$ cat src/rtl/ref_row_fetcher_if.sv
// Bus bundle for the reference-row fetcher: frame-memory read port and row stream toward the interpolator.
interface ref_row_fetcher_if #(
  parameter int ADDR_W = 8,
  parameter int PIX    = 15,
  parameter int PIX_W  = 8
);
  logic                  mem_rd;
  logic [ADDR_W-1:0]     mem_addr;
  logic [16*PIX_W-1:0]   mem_rdata;
  logic [PIX*PIX_W-1:0]  in_row;
  logic                  row_valid;
  logic [3:0]            row_idx;

  modport master (
    output mem_rd, mem_addr, in_row, row_valid, row_idx,
    input  mem_rdata
  );

  modport slave (
    input  mem_rd, mem_addr, in_row, row_valid, row_idx,
    output mem_rdata
  );
endinterface

$ cat src/rtl/ref_row_fetcher.sv
// Fetches a PIX x ROWS reference window from frame memory into a local row buffer,
// then streams it one row per cycle into the interpolator's load window after frame_sync.
module ref_row_fetcher #(
  parameter int FRAME_W = 64,
  parameter int FRAME_H = 64,
  parameter int ROWS    = 16,
  parameter int PIX     = 15,
  parameter int PIX_W   = 8,
  parameter int ADDR_W  = 8
) (
  input  logic                clk,
  input  logic                rst,
  input  logic                start,
  input  logic [7:0]          blk_x,
  input  logic [7:0]          blk_y,
  input  logic                frame_sync,
  ref_row_fetcher_if.master   bus,
  output logic                busy,
  output logic                done
);

  localparam int WORD_W = 16 * PIX_W;
  localparam int ROW_W  = PIX * PIX_W;
  localparam int WPR    = FRAME_W / 16;
  localparam int IDX_W  = $clog2(2 * ROWS);

  typedef enum logic [1:0] {S_IDLE, S_FETCH, S_READY, S_STREAM} state_t;

  state_t             r_state, w_next;
  logic [7:0]         r_blk_x, r_blk_y;
  logic               r_mem_rd;
  logic [ADDR_W-1:0]  r_mem_addr;
  logic [IDX_W-1:0]   r_iss_idx_p0;
  logic               r_vld_p1;
  logic [IDX_W-1:0]   r_idx_p1;
  logic [WORD_W-1:0]  r_lo_p2;
  logic [ROW_W-1:0]   r_buf [ROWS];
  logic [ROW_W-1:0]   r_in_row;
  logic               r_row_valid;
  logic [3:0]         r_row_idx;
  logic               r_done;

  logic [3:0]         w_off;
  logic               w_two;
  logic [IDX_W-1:0]   w_last_idx;
  logic               w_accept;
  logic               w_issue;
  logic               w_ret_last;
  logic               w_wr;
  logic [3:0]         w_wr_row;
  logic [WORD_W-1:0]  w_hi, w_lo;

  // Word address of read idx; in the two-word case odd reads fetch the right-hand neighbour word.
  function automatic logic [ADDR_W-1:0] f_addr(input logic [7:0] y, input logic [7:0] x,
                                               input logic [IDX_W-1:0] idx, input logic two);
    logic [IDX_W-1:0] row;
    int               a;
    row = two ? (idx >> 1) : idx;
    a = ((int'(y) + int'(row)) % FRAME_H) * WPR + int'(x >> 4) + int'(two & idx[0]);
    return ADDR_W'(a);
  endfunction

  function automatic logic [ROW_W-1:0] f_align(input logic [WORD_W-1:0] hi,
                                               input logic [WORD_W-1:0] lo,
                                               input logic [3:0] off);
    logic [2*WORD_W-1:0] cat;
    cat = {hi, lo} >> (int'(off) * PIX_W);
    return cat[ROW_W-1:0];
  endfunction

  assign w_off      = r_blk_x[3:0];
  assign w_two      = (w_off >= 4'd2);
  assign w_last_idx = w_two ? IDX_W'(2 * ROWS - 1) : IDX_W'(ROWS - 1);
  assign w_accept   = (r_state == S_IDLE) && start;
  assign w_issue    = (r_state == S_FETCH) && r_mem_rd && (r_iss_idx_p0 != w_last_idx);
  assign w_ret_last = r_vld_p1 && (r_idx_p1 == w_last_idx);
  assign w_wr       = r_vld_p1 && (!w_two || r_idx_p1[0]);
  assign w_wr_row   = w_two ? r_idx_p1[4:1] : r_idx_p1[3:0];
  assign w_hi       = w_two ? bus.mem_rdata : '0;
  assign w_lo       = w_two ? r_lo_p2 : bus.mem_rdata;

  always_comb begin
    w_next = r_state;
    case (r_state)
      S_IDLE:   if (start)                       w_next = S_FETCH;
      S_FETCH:  if (w_ret_last)                  w_next = S_READY;
      S_READY:  if (frame_sync)                  w_next = S_STREAM;
      S_STREAM: if (r_row_idx == 4'(ROWS - 1))   w_next = S_IDLE;
      default:                                   w_next = S_IDLE;
    endcase
  end

  always_ff @(posedge clk) begin
    if (rst) r_state <= S_IDLE;
    else     r_state <= w_next;
  end

  // Stage p0: read issue; p1: read data return; stream output register.
  always_ff @(posedge clk) begin
    if (rst) begin
      r_mem_rd    <= 1'b0;
      r_mem_addr  <= '0;
      r_vld_p1    <= 1'b0;
      r_in_row    <= '0;
      r_row_valid <= 1'b0;
      r_row_idx   <= '0;
      r_done      <= 1'b0;
    end else begin
      r_vld_p1    <= r_mem_rd;
      r_mem_rd    <= 1'b0;
      r_done      <= 1'b0;
      r_row_valid <= 1'b0;
      r_in_row    <= '0;
      if (w_accept) begin
        r_mem_rd   <= 1'b1;
        r_mem_addr <= f_addr(blk_y, blk_x, '0, 1'b0);
      end else if (w_issue) begin
        r_mem_rd   <= 1'b1;
        r_mem_addr <= f_addr(r_blk_y, r_blk_x, r_iss_idx_p0 + 1'b1, w_two);
      end
      if (r_state == S_READY && frame_sync) begin
        r_row_valid <= 1'b1;
        r_row_idx   <= '0;
        r_in_row    <= r_buf[0];
      end else if (r_state == S_STREAM) begin
        if (r_row_idx != 4'(ROWS - 1)) begin
          r_row_valid <= 1'b1;
          r_row_idx   <= r_row_idx + 4'd1;
          r_in_row    <= r_buf[r_row_idx + 4'd1];
        end else begin
          r_done    <= 1'b1;
          r_row_idx <= '0;
        end
      end
    end
  end

  always_ff @(posedge clk) begin
    if (w_accept) begin
      r_blk_x      <= blk_x;
      r_blk_y      <= blk_y;
      r_iss_idx_p0 <= '0;
    end else if (w_issue) begin
      r_iss_idx_p0 <= r_iss_idx_p0 + 1'b1;
    end
    r_idx_p1 <= r_iss_idx_p0;
    if (r_vld_p1 && w_two && !r_idx_p1[0]) r_lo_p2 <= bus.mem_rdata;
    if (w_wr) r_buf[w_wr_row] <= f_align(w_hi, w_lo, w_off);
  end

  assign bus.mem_rd    = r_mem_rd;
  assign bus.mem_addr  = r_mem_addr;
  assign bus.in_row    = r_in_row;
  assign bus.row_valid = r_row_valid;
  assign bus.row_idx   = r_row_idx;
  assign busy          = (r_state != S_IDLE);
  assign done          = r_done;

endmodule

$ cat src/flat_wrapper.sv
// flat-port wrapper written by rule: the top's interface ports become plain ports
module ref_row_fetcher_flat 
#(
  parameter int FRAME_W = 64,
  parameter int FRAME_H = 64,
  parameter int ROWS    = 16,
  parameter int PIX     = 15,
  parameter int PIX_W   = 8,
  parameter int ADDR_W  = 8
)
  (clk, rst, start, blk_x, blk_y, frame_sync, busy, done, bus_mem_rd, bus_mem_addr, bus_in_row, bus_row_valid, bus_row_idx, bus_mem_rdata);
  ref_row_fetcher_if #(.ADDR_W(ADDR_W), .PIX(PIX), .PIX_W(PIX_W)) bus_i ();
  input  logic clk;
  input  logic rst;
  input  logic start;
  input  logic [7:0] blk_x;
  input  logic [7:0] blk_y;
  input  logic frame_sync;
  output logic busy;
  output logic done;
  output wire logic [$bits(bus_i.mem_rd)-1:0] bus_mem_rd;
  output wire logic [$bits(bus_i.mem_addr)-1:0] bus_mem_addr;
  output wire logic [$bits(bus_i.in_row)-1:0] bus_in_row;
  output wire logic [$bits(bus_i.row_valid)-1:0] bus_row_valid;
  output wire logic [$bits(bus_i.row_idx)-1:0] bus_row_idx;
  input wire logic [$bits(bus_i.mem_rdata)-1:0] bus_mem_rdata;
  assign bus_mem_rd = bus_i.mem_rd;
  assign bus_mem_addr = bus_i.mem_addr;
  assign bus_in_row = bus_i.in_row;
  assign bus_row_valid = bus_i.row_valid;
  assign bus_row_idx = bus_i.row_idx;
  assign bus_i.mem_rdata = bus_mem_rdata;
  ref_row_fetcher #(.FRAME_W(FRAME_W), .FRAME_H(FRAME_H), .ROWS(ROWS), .PIX(PIX), .PIX_W(PIX_W), .ADDR_W(ADDR_W)) u_core (.clk(clk), .rst(rst), .start(start), .blk_x(blk_x), .blk_y(blk_y), .frame_sync(frame_sync), .bus(bus_i), .busy(busy), .done(done));
endmodule
$ cat config.mk
export PLATFORM = sky130hd
export DESIGN_NAME = ref_row_fetcher_flat
export DESIGN_NICKNAME = d
export VERILOG_FILES = /design/src/rtl/ref_row_fetcher_if.sv /design/src/rtl/ref_row_fetcher.sv /design/src/flat_wrapper.sv
export SDC_FILE = /design/constraint.sdc
export NUM_CORES = 2
export LEC_CHECK = 0
export ABC_AREA = 1
export ABC_CLOCK_PERIOD_IN_PS = 14350
export BUFFER_PORTS_ARGS = -buffer_cell sky130_fd_sc_hd__buf_2
export CORE_AREA = 2 2 686 483
export DETAILED_ROUTE_END_ITERATION = 16
export DIE_AREA = 0 0 688 485
export PLACE_DENSITY_LB_ADDON = 0.12
export SYNTH_ARGS = -nofsm -noshare
export SYNTH_HDL_FRONTEND = slang
export SYNTH_SLANG_ARGS = --single-unit
export TNS_END_PERCENT = 5
$ cat constraint.sdc
create_clock -name clk -period 14.35 [get_ports clk]
set_clock_uncertainty 0.2 [all_clocks]
set_input_delay 1.435 -clock clk [delete_from_list [all_inputs] [get_ports clk]]
set_output_delay 1.435 -clock clk [all_outputs]
set_load 0.005 [all_outputs]
; ---- After elaboration in Yosys (flattened, before gate mapping)
; Memory sizes are Yosys's and may differ from the RTL's.
; Cells that the tools add are included.
[word_totals]
input_bits = 148
latch_bits = 0
register_bits = 290
ram_bits = 1920
output_inout_bits = 136
memories = 1
mem_bits_ro = 0
[op_classes]
muxes = 24
bitwise_logic = 2
eq_ne = 11
div_mod_pow = 0
n_mul = 0
add_sub_neg = 6
reduce_logical = 17
n_lt_le_gt_ge = 1
shifts = 1
[mem_list]
columns = memory, words, width, rd, rd_clocked_by_memory_dff, wr, line_no
row1 = u_core.r_buf, 16, 120, 2, 0, 1, ref_row_fetcher.sv:37  ; logic [ROW_W-1:0] r_buf [ROWS];
[op_table]
columns = cell, n
row1 = $mux 120, 3
row2 = $mux 128, 2
row3 = $shr 256x7->120, 1
row4 = $mux 8, 2
row5 = $mux 5, 2
row6 = $add 8x4->8, 1
row7 = $add 8x5->8, 1
row8 = $add 8x8->8, 1
row9 = $logic_and 1x1->1, 8
row10 = $mux 1, 8
row11 = $mux 2, 4
row12 = $mux 4, 2
row13 = $pmux 2 s4, 1
row14 = $add 6x5->6, 1
row15 = $add 5x1->5 const B, 1
row16 = $eq 5x5->1, 1
row17 = $ne 5x5->1, 1
row18 = $add 4x1->4 const B, 1
row19 = $eq 2x2->1 const B, 2
row20 = $eq 4x4->1 const B, 1
row21 = $ge 4x2->1 const B, 1
row22 = $ne 2x1->1 const B, 2
row23 = $ne 2x2->1 const B, 2
row24 = $ne 4x4->1 const B, 1
row25 = other kinds (10), 12

; ---- Depth between registers and ports, before layout
[logic_depth]
ltp_word = 7
mapped_depth = 20

; ---- Worst setup path after synthesis
; No wires, ideal clock.
[synth_timing]
path_type = flip-flop to flip-flop
startpoint = register u_core.r_blk_x[2]
endpoint = register u_core.r_lo_p2[0] (enable)
arrival_time_ps = 9684
path_buffers = 3
synth_period_minus_slack_ps = 10656
stages_incl_launch_ff = 8
slack_ps = 3694
required_time_ps = 13378
path_cell_list = edfxtp_1 > buf_2 > inv_2 > nand2_1 > nor2_2 > buf_4 > buf_2 > nor3_1
[synth_between]
elab_chain_cells = 3
[synth_rtl]
columns = element, line_no
row1 = from (decl), ref_row_fetcher.sv:30  ; logic [7:0] r_blk_x, r_blk_y;
row2 = from (signal assigned), ref_row_fetcher.sv:140  ; r_blk_x <= blk_x;
row3 = $ge 4x2->1, ref_row_fetcher.sv:72  ; assign w_two = (w_off >= 4'd2);
row4 = $logic_and 1x1->1 (2 in series), ref_row_fetcher.sv:147  ; if (r_vld_p1 && w_two && !r_idx_p1[0]) r_lo_p2 <= bus.mem_rdata;
row5 = to (signal assigned), ref_row_fetcher.sv:147
row6 = to (decl), ref_row_fetcher.sv:36  ; logic [WORD_W-1:0] r_lo_p2;
; Every way passes these cells.
; A chain may end at the register's enable or synchronous reset.

; ---- Final worst setup path
[layout_timing]
startpoint = register u_core.r_blk_x[2]
endpoint = memory u_core.r_buf[12][70] (netlist name) (enable)
[layout_between]
elab_chain_cells = 6
word_cells_on_any_way = 7
[layout_rtl]
columns = element, line_no
row1 = $ge 4x2->1 (*), ref_row_fetcher.sv:72
row2 = $logic_not 1->1, ref_row_fetcher.sv:77  ; assign w_wr = r_vld_p1 && (!w_two || r_idx_p1[0]);
row3 = $logic_or 1x1->1, ref_row_fetcher.sv:77
row4 = $logic_and 1x1->1, ref_row_fetcher.sv:77
row5 = $mux 1, ref_row_fetcher.sv:148  ; if (w_wr) r_buf[w_wr_row] <= f_align(w_hi, w_lo, w_off);
row6 = $mux 1 (implied by the code), ref_row_fetcher.sv:148
row7 = to (decl), ref_row_fetcher.sv:37
; Every way passes the cells marked *; elsewhere a longest branch is shown, timed or not.

==> results.sh <==
export IMPL_grt_ovfl_total=0
export IMPL_syn2layout_area_growth_pct=13.75
export IMPL_final_common_cell="nand2_1"
export IMPL_worst_r2r_setup_slack_ns=8.16
export IMPL_hold_violations=0
export IMPL_period_minus_slack_ns=6.187
export IMPL_crit_type="reg -> reg"
export IMPL_grt_pass1_wl_mm=512.4
export IMPL_rows=176
export IMPL_core_area_um2=327200
export IMPL_crit_fanout=52
export IMPL_power_density_nw_per_um2=174.4
export IMPL_synth_nets=10170
export IMPL_synth_edf_count=2062
export IMPL_die_h_um=485
export IMPL_arrival_ns=6.50
export IMPL_htree_levels=4
export IMPL_critPathMaxStageDelay_ns=0.90
export IMPL_synth_seq_cells=2210
export IMPL_netlist_area_um2=97910
export IMPL_min_path_cells=0
export IMPL_cap_viol_max_count=0
export IMPL_cts_buffers_inserted=236
export IMPL_drc_errors=0
export IMPL_maxSlewViolCount=0
export IMPL_clkLatencyLatePin_ns=0.93
export IMPL_synth_cells=10010
export IMPL_finish_utilization=0.3404
export IMPL_fmax_mhz=161.6
export IMPL_holdBufCountCts=0
export IMPL_dieArea_um2=333700
export IMPL_crit_required_ns=14.66
export IMPL_start_util=0.2992
export IMPL_gp_congestion=0.8497
export IMPL_drive_gt1_frac=0.07875
export IMPL_cts_sinks=2210
export IMPL_nets=10180
export IMPL_post_route_period_util=0.4311
export IMPL_antenna_found_initial=34
export IMPL_fin_tns_setup_ns=0
export IMPL_grt_max_degree=199
export IMPL_layout_common_cells="2390 x nand2_1, 2062 x edfxtp_1, 1864 x nor2_1, 1126 x nand3_1, 994 x o21ai_0"
export IMPL_start_kind="register"
export IMPL_r2r_start="u_core.r_blk_x[2]"
export IMPL_min_to="u_core.r_idx_p1[3]"
export IMPL_chipWidth_um=688
export IMPL_max_slew_margin=0.1355
export IMPL_crit_chain="buf_4, buf_4, nor2_1, nand2_4, o21ai_0, inv_1, nand3_1, nor2_4, buf_4, buf_4, buf_4"
export IMPL_routed_wl_mm=361.0
export IMPL_r2r_end="u_core.r_buf[12][70]"
export IMPL_critPathCaptureType="register"
export IMPL_post_cts_resized=0
export IMPL_ir_drop_mv=0.1154
export IMPL_clock_path_buffers=4
export IMPL_finalSetupViolCount=0
export IMPL_cp_slowest_cell="buf_4"
export IMPL_post_cts_buffers=0
export IMPL_antenna_left=0
export IMPL_path_common_cell="buf_4"
export IMPL_worst_pin_slew_ns=1.288
export IMPL_yosys_warnings=0
export IMPL_fillers=33180
export IMPL_dp_hpwl_mm=201.8
export IMPL_cts_tree="built"
export IMPL_clkSlewWorstSetupHoldPaths_ns=0.07
export IMPL_rsz0062_at_grt="no"
export IMPL_io_buffers=281
export IMPL_p_leak_uw=0.04157
export IMPL_grt_use_total=0.2107
export IMPL_worstHoldStart="u_core.r_iss_idx_p0[3]"
export IMPL_wl_per_cell_um=24.78
export IMPL_cts_root_buf="clkbuf_16"
export IMPL_drt_iter0_markers=7245
export IMPL_status="finished, final reports clean"
export IMPL_grt_pass1_vias=68780
export IMPL_synthFlopType="edfxtp_1"
export IMPL_async_flop_share=0
export IMPL_avgSynthCellArea_um2=9.786
export IMPL_reg2regPathDepth=11
export IMPL_synth_distinct_cells=33
export IMPL_drt_pre_antenna_iters=7
export IMPL_min_path_type="reg -> reg"
export IMPL_ys_seq_area_frac=0.6626
export IMPL_io_pins=284
export IMPL_vias=72610
export IMPL_vias_per_cell=4.984
## metrics by stage
step	instance area [um^2]	cells	hold slack, ns	setup WS, ns	total power [uW]
5_1_grt	111400	14560	0.1367	7.832	20370
3_3_place_gp	103600	14130	0.1437	8.009	13290
2_1_floorplan	97910	10010	0.1308	3.694	11160
4_1_cts	111400	14560	0.1205	8.146	19640
6_report	111400	14570	0.1214	8.163	19420
3_5_place_dp	103600	14130	0.1404	8.195	13330
## metal layers
layer  part of all wire  vias up  track usage
met5           0.000075        -            0
met4              0.019        4      0.04017
met3              0.052      360      0.02545
met2               0.45     2108       0.3345
met1               0.48    36130       0.3101
li1                   -    34000            -
## cell families (layout without fill, tap and decap cells)
| logic type | count (synthesis) | after routing | share of synthesized area |
|---|---|---|---|
| AO/OA/AOI/OAI | 1355 | 1355 | 0.07051 |
| XOR/XNOR | 7 | 7 | 0.0007029 |
| adder cells (fa/ha/maj) | 20 | 20 | 0.002709 |
| buffers and inverters | 1002 | 1194 | 0.04122 |
| flip-flops | 2210 | 2210 | 0.6626 |
| multiplexers | 2 | 2 | 0.0002045 |
| other | 0 | 9 | 0 |
| AND/OR/NAND/NOR | 5409 | 5409 | 0.2220 |
## worst max-delay path, delay by kind of cell (launching register included)
family | cells | cell delay (ns)
buf+inv | 6 | 3.64
simple gates | 4 | 1.13
compound gates | 1 | 0.27
flops | 1 | 0.32
## layout make-up
cell class              instances  area [um^2]  share of cell area
diodes                          9        22.52           0.0002022
well taps                    4361         5456             0.04899
clock inverters               105         1185             0.01064
repair buffers                414         2686             0.02412
flip-flops and latches       2210        64890              0.5826
inverters                     354         1386             0.01245
clock buffers                 321         6589             0.05916
multi-input cells            6793        29160              0.2619
## how the worst max path moves through the flow
| stage | slack, ns | depth (start not counted) | to | from |
|---|---|---|---|---|
| final | 8.16 | 11 | u_core.r_buf[12][70] | u_core.r_blk_x[2] |
| after detailed placement | 8.19 | 11 | u_core.r_buf[12][91] | u_core.r_blk_x[2] |
| after floorplan | 3.69 | 7 | u_core.r_lo_p2[0] | u_core.r_blk_x[2] |
| after CTS | 8.15 | 11 | u_core.r_buf[12][70] | u_core.r_blk_x[2] |
| after global placement | 8.01 | 10 | u_core.r_buf[0][71] | u_core.r_blk_x[2] |
| after global routing | 7.83 | 11 | u_core.r_buf[12][70] | u_core.r_blk_x[2] |
## flip-flops by register name, summed over array words and instances, names as in the netlist, 2 cells and up
signal	flops
u_core.r_blk_x	8
u_core.bus.row_idx	4
u_core.r_buf	1920
u_core.r_state	2
u_core.bus.mem_addr	8
u_core.bus.in_row	120
u_core.r_blk_y	6
u_core.r_iss_idx_p0	5
u_core.r_lo_p2	128
u_core.r_idx_p1	5
## power by group
part           internal [uW]  total (uW)  switching (uW)
sequential              8020        8090            76.7
combinational           1100        5050            3950
clock                   3600        6280            2680
total                  12700       19400            6710
## Yosys cell counts (2+ instances only)
cell type / number / area, um^2
inv_2: 4 / 15.01
buf_4: 6 / 45.04
nor2_1: 1880 / 7057
nor3_1: 4 / 20.02
o21ai_1: 160 / 800.8
clkbuf_1: 330 / 1239
nand4_1: 4 / 25.02
mux2i_1: 2 / 20.02
nand3_1: 1126 / 5635
fa_1: 2 / 40.04
o221ai_1: 2 / 17.52
o21ai_0: 1000 / 5005
o211ai_1: 39 / 292.8
inv_1: 349 / 1310
xor2_1: 4 / 35.03
ha_1: 18 / 225.2
a21oi_1: 147 / 735.7
buf_2: 202 / 1011
nand2_1: 2391 / 8975
dfxtp_1: 148 / 2963
buf_1: 110 / 412.9
xnor2_1: 2 / 17.52
edfxtp_1: 2062 / 61920
o22ai_1: 2 / 12.51
or2_2: 3 / 18.77
(Power assumes the default switching activity.)
